[src/rtl/id_ex_forward_reg.sv]
// ID/EX pipeline register with input-side operand forwarding and bubble insertion.
// Optional bubble/flush statistics counters are enabled with `define BUBBLE_STAT_EN.
module id_ex_forward_reg #(
  parameter int DW = 32,
  parameter int AW = 5
) (
  input  logic          clk,
  input  logic          rst_n,
  input  logic          Halt,
  input  logic          Flush,
  input  logic          Load_use,
  input  logic [1:0]    conflict_A,
  input  logic [1:0]    conflict_B,
  input  logic [DW-1:0] R1_data,
  input  logic [DW-1:0] R2_data,
  input  logic [DW-1:0] MEM_ALU_result,
  input  logic [DW-1:0] WB_Read_data,
  input  logic [DW-1:0] WB_ALU_result,
  input  logic          ID_valid,
  input  logic [DW-1:0] ID_PC,
  input  logic [DW-1:0] ID_imm,
  input  logic [AW-1:0] ID_Write_Reg,
  input  logic          ID_Reg_Write,
  input  logic          ID_Sel,
  input  logic          ID_Mem_Write,
  input  logic [3:0]    ID_ALU_op,
  output logic [DW-1:0] EX_A,
  output logic [DW-1:0] EX_B,
  output logic [DW-1:0] EX_PC,
  output logic [DW-1:0] EX_imm,
  output logic [AW-1:0] EX_Write_Reg,
  output logic          EX_Reg_Write,
  output logic          EX_Sel,
  output logic          EX_Mem_Write,
  output logic          EX_valid,
  output logic [3:0]    EX_ALU_op
`ifdef BUBBLE_STAT_EN
  ,
  output logic [31:0]   Bubble_count,
  output logic [31:0]   Flush_count
`endif
);

  logic [DW-1:0] fwd_a, fwd_b;
  logic [DW-1:0] a_d, a_q, b_d, b_q, pc_d, pc_q, imm_d, imm_q;
  logic [AW-1:0] write_reg_d, write_reg_q;
  logic          reg_write_d, reg_write_q, sel_d, sel_q, mem_write_d, mem_write_q;
  logic          valid_d, valid_q;
  logic [3:0]    alu_op_d, alu_op_q;
  logic          bubble;

  always_comb begin
    unique case (conflict_A)
      2'd1:    fwd_a = MEM_ALU_result;
      2'd2:    fwd_a = WB_Read_data;
      2'd3:    fwd_a = WB_ALU_result;
      default: fwd_a = R1_data;
    endcase
    unique case (conflict_B)
      2'd1:    fwd_b = MEM_ALU_result;
      2'd2:    fwd_b = WB_Read_data;
      2'd3:    fwd_b = WB_ALU_result;
      default: fwd_b = R2_data;
    endcase
  end

  // An invalid ID slot produces the same all-zero bubble as a hazard.
  assign bubble = Flush | Load_use | ~ID_valid;

  always_comb begin
    a_d         = a_q;
    b_d         = b_q;
    pc_d        = pc_q;
    imm_d       = imm_q;
    write_reg_d = write_reg_q;
    reg_write_d = reg_write_q;
    sel_d       = sel_q;
    mem_write_d = mem_write_q;
    valid_d     = valid_q;
    alu_op_d    = alu_op_q;
    if (!Halt) begin
      if (bubble) begin
        a_d         = '0;
        b_d         = '0;
        pc_d        = '0;
        imm_d       = '0;
        write_reg_d = '0;
        reg_write_d = 1'b0;
        sel_d       = 1'b0;
        mem_write_d = 1'b0;
        valid_d     = 1'b0;
        alu_op_d    = '0;
      end else begin
        a_d         = fwd_a;
        b_d         = fwd_b;
        pc_d        = ID_PC;
        imm_d       = ID_imm;
        write_reg_d = ID_Write_Reg;
        reg_write_d = ID_Reg_Write;
        sel_d       = ID_Sel;
        mem_write_d = ID_Mem_Write;
        valid_d     = 1'b1;
        alu_op_d    = ID_ALU_op;
      end
    end
  end

  always_ff @(posedge clk or negedge rst_n) begin
    if (!rst_n) begin
      a_q         <= '0;
      b_q         <= '0;
      pc_q        <= '0;
      imm_q       <= '0;
      write_reg_q <= '0;
      reg_write_q <= 1'b0;
      sel_q       <= 1'b0;
      mem_write_q <= 1'b0;
      valid_q     <= 1'b0;
      alu_op_q    <= '0;
    end else begin
      a_q         <= a_d;
      b_q         <= b_d;
      pc_q        <= pc_d;
      imm_q       <= imm_d;
      write_reg_q <= write_reg_d;
      reg_write_q <= reg_write_d;
      sel_q       <= sel_d;
      mem_write_q <= mem_write_d;
      valid_q     <= valid_d;
      alu_op_q    <= alu_op_d;
    end
  end

  assign EX_A         = a_q;
  assign EX_B         = b_q;
  assign EX_PC        = pc_q;
  assign EX_imm       = imm_q;
  assign EX_Write_Reg = write_reg_q;
  assign EX_Reg_Write = reg_write_q;
  assign EX_Sel       = sel_q;
  assign EX_Mem_Write = mem_write_q;
  assign EX_valid     = valid_q;
  assign EX_ALU_op    = alu_op_q;

`ifdef BUBBLE_STAT_EN
  logic [31:0] bubble_count_d, bubble_count_q, flush_count_d, flush_count_q;

  // Flush takes precedence: a simultaneous load-use is charged to Flush_count only.
  always_comb begin
    bubble_count_d = bubble_count_q;
    flush_count_d  = flush_count_q;
    if (!Halt) begin
      if (Flush && flush_count_q != '1)
        flush_count_d = flush_count_q + 32'd1;
      if (Load_use && !Flush && bubble_count_q != '1)
        bubble_count_d = bubble_count_q + 32'd1;
    end
  end

  always_ff @(posedge clk or negedge rst_n) begin
    if (!rst_n) begin
      bubble_count_q <= '0;
      flush_count_q  <= '0;
    end else begin
      bubble_count_q <= bubble_count_d;
      flush_count_q  <= flush_count_d;
    end
  end

  assign Bubble_count = bubble_count_q;
  assign Flush_count  = flush_count_q;
`endif

endmodule

[config.mk]
export PLATFORM = sky130hd
export DESIGN_NAME = id_ex_forward_reg
export DESIGN_NICKNAME = d
export VERILOG_FILES = /design/src/rtl/id_ex_forward_reg.sv
export SDC_FILE = /design/constraint.sdc
export NUM_CORES = 1
export LEC_CHECK = 0
export ABC_AREA = 1
export BUFFER_PORTS_ARGS = -buffer_cell sky130_fd_sc_hd__buf_2
export CAP_MARGIN = 20
export CORE_AREA = 4 4 150 152
export CTS_CLUSTER_SIZE = 8
export DETAILED_ROUTE_END_ITERATION = 6
export DIE_AREA = 0 0 154 156
export PLACE_DENSITY = 0.72
export RECOVER_POWER = 25
export SYNTH_ARGS = -nofsm -noshare
export SYNTH_HDL_FRONTEND = slang
export SYNTH_SLANG_ARGS = --single-unit
[constraint.sdc]
create_clock -name clk -period 0.82 [get_ports clk]
set_clock_uncertainty 0.15 [all_clocks]
set_input_delay 0.041 -clock clk [delete_from_list [all_inputs] [get_ports clk]]
set_output_delay 0.041 -clock clk [all_outputs]
set_load 0.01 [all_outputs]
==> impl_metrics.json <==
{
  "syn-num-nets": 1291,
  "drt_wl_total_um": 37000,
  "critPathTopFamily": "flip-flops",
  "viasPerCell": 5.26,
  "finalMaxSlewViolations": 0,
  "maxCapViolations": 0,
  "cp-start-kind": "register",
  "die_x_um": 154,
  "outcome": "finished with violations",
  "firstDrtPassIters": 5,
  "crit_chain": "buf_6",
  "dp_hpwl_um": 23400,
  "max_freq_ghz": 0.831,
  "grt_max_degree": 52,
  "grt_pass1_wl_um": 51300,
  "clock-sinks": 141,
  "drt-initial-drc-count": 1041,
  "power_leakage_nw": 7.57,
  "yosys-top-cells-count": "nand2_1 (370), nand3_1 (249), dfrtp_1 (141), nor2_1 (129), o21bai_1 (64)",
  "whs_path_depth": 5,
  "drt.antenna.violating_nets": 0,
  "gp_congestion": 0.933,
  "cts-root-buf": "clkbuf_16",
  "synthSimpleGateAreaFrac_pct": 41.3,
  "required_ns": 0.63,
  "core_area_um2": 21000,
  "period_minus_slack_ns": 1.20,
  "slowest_delay_ns": 0.46,
  "design_area_um2": 13600,
  "min-delay-path-class": "input port to register",
  "cts_buffers": 17,
  "io_buffers": 386,
  "setup_viol": 355,
  "syn_area_um2": 7580,
  "grt_pass1_vias": 9598,
  "syn_to_final_growth_pct": 79.8,
  "synth_cell_types": 13,
  "finalNetCount": 1877,
  "synth_fa_ha_area_share_pct": 0,
  "layout-drive-gt1-share_pct": 39.5,
  "wl_per_cell_um": 19.2,
  "timing.final.crit_share_pct": 147,
  "clk_pin_slew_worst_paths_ns": 0.07,
  "n_fill_cell": 1617,
  "hold_ws_ns": -0.181,
  "cp-end-kind": "output pin",
  "synth_most_common_cell": "nand2_1",
  "finalHoldViolCount": 67,
  "synth_warnings": 0,
  "violations": "negative hold slack, negative setup slack",
  "p_per_area_nw_per_um2": 1410,
  "grt_overflow": 0,
  "final_cell_count_no_fill": 1925,
  "boundaryPins": 387,
  "peakVddDrop_v": 0.00112,
  "cp.arrival_ns": 1.01,
  "setup_slack_ns": -0.383,
  "avgSynthCellArea_um2": 7.26,
  "setup-tns-final_ns": -69.75,
  "synth-edff-count": 0,
  "worstMarginPinSlew_ns": 0.701,
  "rsz0062_at_grt": "true",
  "async_flop_share_pct": 100,
  "fp.dieH_um": 156,
  "slew_headroom_pct": 53.1,
  "dieArea_um2": 24000,
  "postSynthCellCount": 1045,
  "clockBufferDepth": 2,
  "crit_path_top_delay_cell": "dfrtp_2",
  "synthMuxAreaShare_pct": 0,
  "synth_compound_area_share_pct": 6.33,
  "dpl_cell_area_um2": 10100,
  "start_util_pct": 36.1,
  "cts_max_level": 4,
  "cp_max_fo": 2,
  "synth_flop_cell": "dfrtp_1",
  "clock_latency_ns": 0.41,
  "synth-xor-area-share_pct": 0,
  "synthTopCellsByArea": "dfrtp_1 (47%), nand2_1 (18%), nand3_1 (16%)",
  "grt_use_total_pct": 26.9,
  "synth_top_cell_by_area": "dfrtp_1",
  "path_buf_inv": 1,
  "synth_top_area_share_pct": 46.5,
  "vias": 10100,
  "ys_seq_area_share_pct": 46.5,
  "drcViolationCount": 0,
  "reg2reg_depth": 4,
  "worst-path-stages": 1,
  "synth_top_family_by_area": "simple AND/OR/NAND/NOR gates",
  "cts_tree": "done",
  "num_rows": 53,
  "crit_type": "register to output pin",
  "place_inst": 1678,
  "antenna_found_initial": 5,
  "synth_seq_cells": 141
}
where the power goes:
part,leakage [nW],switching (mW),internal [mW],total (mW)
clock network,0.274,3.43,4.10,7.52
registers,1.94,0.205,7.21,7.42
logic,5.36,2.19,2.14,4.33
total,7.57,5.82,13.4,19.3
what timing repair did:
action                                 in CTS  in global routing
setup endpoints to repair                 143                361
gates resized for setup                    63                179
buffers inserted                           35                 47
pin swaps                                  24                 84
endpoints found under the hold margin     281                211
gates cloned                                0                  2
hold buffers                              154                  5
layout make-up:
cell class | instances | area (um^2) | share of cell area, %
repair buffers | 649 | 5120 | 37.5
multi-input cells | 815 | 4020 | 29.5
flip-flops and latches | 141 | 3530 | 25.9
clock buffers | 19 | 443 | 3.25
well taps | 275 | 344 | 2.52
clock inverters | 13 | 126 | 0.927
inverters | 7 | 37.5 | 0.275
diodes | 6 | 15.0 | 0.110
worst reg2reg max path, stage by stage (launching register included):
cell and delay [ns]:
dfrtp_1 0.41, buf_6 0.13, buf_6 0.11, nand2_2 0.05
nand2_1 0.07
metal layers:
| metal | part of all wire, % | vias to the layer above | global-route usage [%] | wire length [um] |
|---|---|---|---|---|
| met3 | 9.2 | 147 | 6.93 | 3400 |
| li1 | - | 4586 | - | - |
| met5 | 0 | - | 0 | 0 |
| met2 | 49 | 673 | 45.1 | 18000 |
| met1 | 36 | 4720 | 31.7 | 13500 |
| met4 | 5.8 | 0 | 14.5 | 2140 |
cell usage in the layout, fill, tap and decap left out, types with 15 or more instances in the layout:
cell | Yosys | layout
buf_2 | 44 | 310
nand2_1 | 370 | 290
nand3_1 | 249 | 233
dlygate4sd3_1 | 0 | 144
dfrtp_1 | 141 | 140
nor2_1 | 129 | 115
buf_6 | 6 | 114
nand2_2 | 0 | 73
o21bai_1 | 64 | 64
buf_4 | 1 | 59
buf_12 | 0 | 18
clkbuf_16 | 0 | 17
nand3_2 | 0 | 15
registers in the layout, summed over array words and instances, names as in the netlist:
register      flops
EX_A             32
EX_ALU_op         4
EX_B             32
EX_Mem_Write      1
EX_PC            32
EX_Reg_Write      1
EX_Sel            1
EX_Write_Reg      5
EX_imm           32
EX_valid          1
kinds of logic (layout without fill, tap and decap cells):
group,after synthesis,count (layout)
other,0,6
DFF,141,141
AOI/OAI and AO/OA,64,64
and+or+nand+nor,749,751
buffers and inverters,91,688
path summary, 6_finish.rpt:
kind | to | slack [ns] | start
max in group asynchronous | EX_B[30] | -0.26 | rst_n
max | EX_B[30] | -0.38 | EX_B[30]
min in group asynchronous | EX_PC[13] | 0.04 | rst_n
min | EX_B[15] | -0.18 | WB_ALU_result[15]
max reg2reg | EX_imm[22] | -0.22 | EX_imm[22]
min reg2reg | EX_imm[16] | 0.33 | EX_imm[16]
per-stage QoR:
step	total power [mW]	setup WS, ns	util, %
6_report	19.3	-0.383	64.9
2_1_floorplan	8.93	-0.143	-
3_5_place_dp	10.6	-0.444	48.2
4_1_cts	19.0	-0.413	60.8
5_1_grt	20.1	-0.423	64.8
3_3_place_gp	10.6	-0.458	48.2
Note: power is estimated with default switching activity, not from simulation.
